### src/rtl/alu_pkg.sv
// alu_pkg: opcode encoding shared by the pipelined ALU and its datapath.
// Every 3-bit code is named; RSVD yields zero but still counts as an op.
package alu_pkg;

  typedef enum logic [2:0] {
    ADD     = 3'd0,
    SUB     = 3'd1,
    NOT_A   = 3'd2,
    REDOR_B = 3'd3,
    AND     = 3'd4,
    OR      = 3'd5,
    XOR     = 3'd6,
    RSVD    = 3'd7
  } alu_op_e;

  localparam int unsigned OP_W = 3;

endpackage

### src/rtl/alu_core.sv
// alu_core: combinational datapath between S1 and S2 of alu_pipe.
// Operands are sign-extended so ADD/SUB results never wrap.
module alu_core
  import alu_pkg::*;
#(
  parameter int WIDTH    = 4,
  parameter bit SATURATE = 1'b0
) (
  input  alu_op_e          op,
  input  logic [WIDTH-1:0] a,
  input  logic [WIDTH-1:0] b,
  output logic [WIDTH:0]   c,
  output logic             zero,
  output logic             neg,
  output logic             ovf
);

  logic [WIDTH:0] w_ae;
  logic [WIDTH:0] w_be;
  logic [WIDTH:0] w_raw;
  logic [WIDTH:0] w_max;
  logic [WIDTH:0] w_min;
  logic           w_arith;

  assign w_ae  = {a[WIDTH-1], a};
  assign w_be  = {b[WIDTH-1], b};
  assign w_max = {2'b00, {(WIDTH-1){1'b1}}};
  assign w_min = {2'b11, {(WIDTH-1){1'b0}}};

  always_comb begin
    w_raw   = '0;
    w_arith = 1'b0;
    unique case (op)
      ADD: begin
        w_raw   = w_ae + w_be;
        w_arith = 1'b1;
      end
      SUB: begin
        w_raw   = w_ae - w_be;
        w_arith = 1'b1;
      end
      NOT_A:   w_raw = ~w_ae;
      REDOR_B: w_raw = {{WIDTH{1'b0}}, |b};
      AND:     w_raw = w_ae & w_be;
      OR:      w_raw = w_ae | w_be;
      XOR:     w_raw = w_ae ^ w_be;
      RSVD:    w_raw = '0;
    endcase
  end

  // top two bits disagree: the exact sum does not fit in WIDTH signed bits
  assign ovf = w_arith & (w_raw[WIDTH] ^ w_raw[WIDTH-1]);

  always_comb begin
    c = w_raw;
    if (SATURATE && ovf) begin
      c = w_raw[WIDTH] ? w_min : w_max;
    end
  end

  assign zero = (c == '0);
  assign neg  = c[WIDTH];

endmodule

### src/rtl/alu_pipe.sv
// alu_pipe: two-stage valid/ready ALU (S1 operands, S2 result + flags).
// Holds two ops under back-pressure; in_ready sees out_ready combinationally.
module alu_pipe
  import alu_pkg::*;
#(
  parameter int WIDTH    = 4,
  parameter bit SATURATE = 1'b0,
  parameter int CNT_W    = 16
) (
  input  logic             clk,
  input  logic             reset,
  input  logic             in_valid,
  output logic             in_ready,
  input  logic [2:0]       opcode,
  input  logic [WIDTH-1:0] a,
  input  logic [WIDTH-1:0] b,
  output logic             out_valid,
  input  logic             out_ready,
  output logic [WIDTH:0]   c,
  output logic             flag_zero,
  output logic             flag_neg,
  output logic             flag_ovf,
  output logic [CNT_W-1:0] op_count
);

  localparam logic [CNT_W-1:0] CNT_ONE = {{(CNT_W-1){1'b0}}, 1'b1};

  logic             r_s1_valid;
  alu_op_e          r_s1_op;
  logic [WIDTH-1:0] r_s1_a;
  logic [WIDTH-1:0] r_s1_b;

  logic             r_s2_valid;
  logic [WIDTH:0]   r_c;
  logic             r_zero;
  logic             r_neg;
  logic             r_ovf;
  logic [CNT_W-1:0] r_count;

  logic             w_s2_adv;
  logic             w_in_ready;
  logic             w_in_fire;
  logic             w_out_fire;
  logic [WIDTH:0]   w_c;
  logic             w_zero;
  logic             w_neg;
  logic             w_ovf;

  assign w_s2_adv   = !r_s2_valid || out_ready;
  assign w_in_ready = reset && (!r_s1_valid || w_s2_adv);
  assign w_in_fire  = in_valid && w_in_ready;
  assign w_out_fire = r_s2_valid && out_ready;

  always_ff @(posedge clk) begin
    if (!reset) begin
      r_s1_valid <= 1'b0;
    end else if (w_in_ready) begin
      r_s1_valid <= in_valid;
    end
  end

  // operand registers need no reset: they only matter behind r_s1_valid
  always_ff @(posedge clk) begin
    if (w_in_fire) begin
      r_s1_op <= alu_op_e'(opcode);
      r_s1_a  <= a;
      r_s1_b  <= b;
    end
  end

  alu_core #(
    .WIDTH   (WIDTH),
    .SATURATE(SATURATE)
  ) u_core (
    .op  (r_s1_op),
    .a   (r_s1_a),
    .b   (r_s1_b),
    .c   (w_c),
    .zero(w_zero),
    .neg (w_neg),
    .ovf (w_ovf)
  );

  always_ff @(posedge clk) begin
    if (!reset) begin
      r_s2_valid <= 1'b0;
      r_c        <= '0;
      r_zero     <= 1'b0;
      r_neg      <= 1'b0;
      r_ovf      <= 1'b0;
    end else if (w_s2_adv) begin
      r_s2_valid <= r_s1_valid;
      if (r_s1_valid) begin
        r_c    <= w_c;
        r_zero <= w_zero;
        r_neg  <= w_neg;
        r_ovf  <= w_ovf;
      end
    end
  end

  always_ff @(posedge clk) begin
    if (!reset) begin
      r_count <= '0;
    end else if (w_out_fire) begin
      r_count <= r_count + CNT_ONE;
    end
  end

  assign in_ready  = w_in_ready;
  assign out_valid = r_s2_valid;
  assign c         = r_c;
  assign flag_zero = r_zero;
  assign flag_neg  = r_neg;
  assign flag_ovf  = r_ovf;
  assign op_count  = r_count;

endmodule
### config.mk
export PLATFORM = sky130hd
export DESIGN_NAME = alu_pipe
export DESIGN_NICKNAME = d
export VERILOG_FILES = /design/src/rtl/alu_pkg.sv /design/src/rtl/alu_core.sv /design/src/rtl/alu_pipe.sv
export SDC_FILE = /design/constraint.sdc
export NUM_CORES = 1
export LEC_CHECK = 0
export BUFFER_PORTS_ARGS = -buffer_cell sky130_fd_sc_hd__clkbuf_2
export CAP_MARGIN = 20
export CORE_MARGIN = 5
export CORE_UTILIZATION = 55
export CTS_BUF_LIST = sky130_fd_sc_hd__clkbuf_8
export CTS_CLUSTER_DIAMETER = 40
export CTS_CLUSTER_SIZE = 24
export DETAILED_ROUTE_END_ITERATION = 8
export GPL_TIMING_DRIVEN = 0
export MAX_ROUTING_LAYER = met4
export PLACE_DENSITY = 0.89
export SYNTH_ARGS = -nofsm -noshare
export SYNTH_HDL_FRONTEND = slang
export SYNTH_HIERARCHICAL = 1
export SYNTH_SLANG_ARGS = --single-unit
### constraint.sdc
create_clock -name clk -period 6 [get_ports clk]
set_input_delay 1.2 -clock clk [delete_from_list [all_inputs] [get_ports clk]]
set_output_delay 1.2 -clock clk [all_outputs]
set_load 0.01 [all_outputs]
== Word-level counts from Yosys, hierarchy flattened ==
Index checks and enable logic that the tools add are counted.

* Add/sub/neg operators: 3
* $mul: 0
* Divide/modulo/power cells: 0
* $lt $le $gt $ge: 0
* Eq/ne operators: 7
* Shift operators: 0
* Multiplexer cells: 2
* Bitwise operators: 6
* Reduce and logical (&&, ||, !) cells: 12

{| class="wikitable"
|+ Operators by type and width
! kind !! number
|-
| 5-bit one-hot mux with 8 select lines || 1
|-
| 16-bit by 1-bit adder with 16-bit output (second input constant) || 1
|-
| 3-bit equality test (second input constant) || 4
|-
| 3-bit by 2-bit equality test with 1-bit output (second input constant) || 2
|-
| 4-bit by 4-bit adder with 5-bit output || 1
|-
| 5-bit AND || 1
|-
| 5-bit logical NOT || 1
|-
| 5-bit inverter || 1
|-
| 5-bit bitwise OR || 1
|-
| 4-bit by 4-bit subtractor with 5-bit output || 1
|-
| 5-bit XOR || 1
|-
| 4-bit OR reduction || 1
|-
| 3-bit by 1-bit equality test with 1-bit output (second input constant) || 1
|-
| 1-bit logical AND || 3
|-
| 3-bit logical NOT || 1
|-
| 1-bit logical NOT || 2
|-
| 1-bit logical OR || 2
|-
| 2-bit AND reduction || 1
|-
| 2-bit OR reduction || 1
|-
| 1-bit AND || 1
|-
| 1-bit two-way mux || 1
|-
| 1-bit XOR || 1
|}

* Flip-flop bits (word level): 37
* Latch bits: 0
* RAM bits: 0
* Bits in read-only memories: 0
* Input port bits: 15
* Output and inout bits: 26
* Logic and storage cells: 40
* Memories kept: 0

== Logic depth before layout (Yosys ltp) ==
* Depth in word-level cells: 5
* Mapped depth: 14

== Modules after synthesis ==
Netlist, hierarchy kept.

{| class="wikitable"
|+ By module, submodules not included
! module !! times used !! cells an instance !! area each (sq um)
|-
| alu_pipe || 1 || 129 || 1407.6
|-
| alu_core || 1 || 87 || 671.9
|}

== Worst setup path before layout ==
Ideal clock, no wire load.

* Kind: input to output
* Start point: in out_ready
* End point: out in_ready
* Arrival time: 1.667 ns
* Path slack: 3.133 ns
* Stages on the path: 2
* Buffers on the path: 0
* Path through: and2b_2 -> a21oi_1

* Cells in the longest elaborated chain, start to end: 3

{| class="wikitable"
|+ RTL lines
! item !! line !! RTL
|-
| start: declaration || alu_pipe.sv:18 || <nowiki>input logic out_ready,</nowiki>
|-
| 1-bit logical OR || alu_pipe.sv:49 || <nowiki>assign w_s2_adv = !r_s2_valid || out_ready;</nowiki>
|-
| 1-bit logical OR || alu_pipe.sv:50 || <nowiki>assign w_in_ready = reset && (!r_s1_valid || w_s2_adv);</nowiki>
|-
| 1-bit logical AND || alu_pipe.sv:50 ||
|-
| end: declaration || alu_pipe.sv:13 || <nowiki>output logic in_ready,</nowiki>
|}

Every way passes these cells.

== Worst setup path after layout ==
Ends and elaborated chain as after synthesis.

==> summary.md <==
| Metric | Value |
|---|---|
| Post-synth EDFFs | 11 |
| Tmin final | around 3200 ps |
| Avg Cell Area, Syn | between 9 and 10 um2 |
| Routability Congestion | just over 0.9 |
| Worst-Margin Slew | approximately 490 ps |
| Reg2Reg Depth | 12 |
| Distinct cells, synth | 50 |
| Cells after Synth | roughly 220 |
| Max_cap viols | 0 |
| Yosys top cell area share | around a quarter |
| Initial antenna violation count | 0 |
| Final hold violations | 0 |
| HP Start | c[3] |
| # setup viols final | 0 |
| Full die area | between 0.005 and 0.006 mm2 |
| Die Width | slightly above 70 um |
| Cell Area, Synth | between 0.002 and 0.0025 mm2 |
| Total CTS buffers | 5 |
| Global Route Usage Sum | ~18% |
| Dpl cells | about 300 |
| CP max stage delay | roughly 250 ps |
| Total power | between 0.5 and 0.6 mW |
| Post_cts resized | 0 |
| Design Area, Final | roughly 0.0024 mm2 |
| Slack of the critical path | ~2800 ps |
| Worst hold path type | register to register |
| Vias in the first global route | between 1,500 and 2,000 |
| Hold Crit Depth | 2 |
| Post-CTS Setup Repair Bufs | 0 |
| TNS Setup | 0 ps |
| Share of flip-flops with an asynchronous set or reset | 0% |
| FF-to-FF Start | r_s1_op[1] |
| Fillers | just over 300 |
| Worst EP required | between 4000 and 5000 ps |
| Slowest CP cell | and2b_2 |
| Ports | 41 |
| Input/output buffers | 40 |
| First-pass GRT wire length | 7.25 mm |
| Clock sink count | 37 |
| CTS H-tree lvls | 2 |
| Tcrit/Tclk final | a little over half |
| Largest net degree at the start of global routing | 13 |
| Syn nets | ~250 |
| PwrDens | 218 mW/mm2 |
| Placed instance area | 0.00234 mm2 |
| Initial DRC Count | 95 |
| Synth Register Bits | 37 |
| RR Endpoint | flag_ovf |
| Dpl hpwl | 3.42 mm |
| DRT Wirelength | 4.52 mm |
| WS Path Type | input pin to output pin |
| CP Capture Type | output pin |
| Final non-filler cell total | 312 |
| Clk buf depth | 2 |
| Worst clock skew | around 2.2 ps |
| Routed vias/inst | 5.41 |
| Leakage power | ~1.0 nW |
| Commonest non-fill, non-tap cells in the layout | clkbuf_2, nor2_1, dfxtp_1 |
| Area leader, netlist | dfxtp_1 |
| CP cell instances | clkbuf_2, and2b_2, a21oi_1, clkbuf_2 |
| Peak VDD IR | 0.000144 V |
| Initial core utilization | ~57% |
| Synth area leaders | dfxtp_1, edfxtp_1, ha_1, nor2_1, mux2i_1 |
| Hold_buf cts | 0 |
| Worst-Skew Late Latency | slightly below 300 ps |
| # rows | 22 |
| Clk slew on worst S/H paths | about 70 ps |
| Commonest non-fill, non-tap cell in the layout | clkbuf_2 |
| Crit path DAT | 1990 ps |
| Most Frequent Cell on Critical Path | clkbuf_2 |
| Startpoint Class | input pin |
| WHS Endpoint | c[3] |
| Status | completed |
| Post-synthesis sequential area ratio | around two fifths |
| Synth-to-Final Area Change | 17.0% |
| Vias | about 1,700 |
| DRT antenna net count | 0 |
| Clock tree from TritonCTS | done |
| Max-slew headroom | roughly two thirds |
| Drt first pass iters | 4 |
| RSZ-0062 raised after global routing | no |
| Post-layout nets | between 200 and 300 |
| Synthesis Warnings | 6 |
| Fmax | 0.314 GHz |
| Main flop type after synthesis | dfxtp_1 |
| Grt total ovfl | 0 |
| Dpl ws | around 2800 ps |
| Max-slew violation count | 0 |
| Critical Path Fanout Max | 5 |
| Ant. Diodes | 0 |
| CTS root buf | clkbuf_8 |
| WL/cell | ~14 um |
| Remaining DRCs | 0 |
| Vert. Die Dim | 71.5 um |
| Flop-to-flop setup slack | about 3000 ps |
| Layout cells sized above 1 | roughly a quarter |
| Core area | roughly 0.0037 mm2 |
[synth_stat cells (2+ instances only)]
library cell / instances
a21oi_1: 13
or4_1: 3
nor3_1: 4
dfxtp_1: 26
o21ai_0: 6
nor4_1: 4
or3_1: 2
a31oi_1: 3
nand2b_1: 7
edfxtp_1: 11
nor2_1: 27
ha_1: 14
buf_2: 4
nor2b_1: 2
o31ai_1: 5
and2_1: 2
xnor2_1: 10
nand3_1: 5
nand2_1: 8
nor3b_1: 2
mux2i_1: 9
nand4_1: 2
inv_1: 17
xor2_1: 4
[per-stage QoR]
stage          util [%]  hold WS (ps)
3_3_place_gp       63.9           464
2_1_floorplan         -           483
3_5_place_dp       63.9           489
5_1_grt            66.4           521
4_1_cts            66.4           507
6_report           66.4           500
[cell families after synthesis]
family	synth area share [%]
flip-flops	40.9
AO/OA/AOI/OAI	12.2
multiplexers	5.42
XOR/XNOR	6.68
AND/OR/NAND/NOR	20.3
buffers and inverters	5.11
adder cells (fa/ha/maj)	9.39
[where the power goes]
part	total (mW)	internal (mW)	switching, mW	leakage, nW
Clock	0.184	0.0920	0.0916	0.0529
Combinational	0.0742	0.0339	0.0403	0.675
Sequential	0.271	0.265	0.00650	0.314
[worst max-delay path by stage]
stage	to	slack [ps]	startpoint
final	in_ready	2810	out_ready
after global routing	flag_ovf	2680	r_s1_op[1]
after CTS	in_ready	2810	out_ready
after detailed placement	in_ready	2810	out_ready
after global placement	in_ready	2820	out_ready
after floorplan	in_ready	3130	out_ready
[final cells by class]
type	instances	area [um2]	share of cell area, %
plain buffers	7	35.0	1.44
clock inverters	2	10.0	0.412
clock buffers	6	82.6	3.40
well taps	48	60.1	2.47
multi-input cells	153	1120	46.1
inverters	19	71.3	2.93
repair buffers	40	200	8.23
flip-flops and latches	37	851	35.0
[state kept, by name (all words and copies together), names as in the netlist]
register,flops
op_count,16
c,5
r_s1_a,4
r_s1_b,4
r_s1_op,3
flag_neg,1
flag_ovf,1
flag_zero,1
out_valid,1
r_s1_valid,1
[critical path, delay by kind of cell]
kind,cells,cell delay [ps]
AOI/OAI and AO/OA,1,210
and+or+nand+nor,1,250
buffers and inverters,2,320
[per-layer routing]
metal / GRT usage [%] / vias up / wire length [um]
met3: 4.91 / 8 / 236
met1: 20.9 / 784 / 1960
met4: 6.05 / 0 / 70
met5: - / - / 0
met2: 31.5 / 44 / 2250
li1: - / 851 / -
No activity file was read; power rests on OpenSTA's default activity.
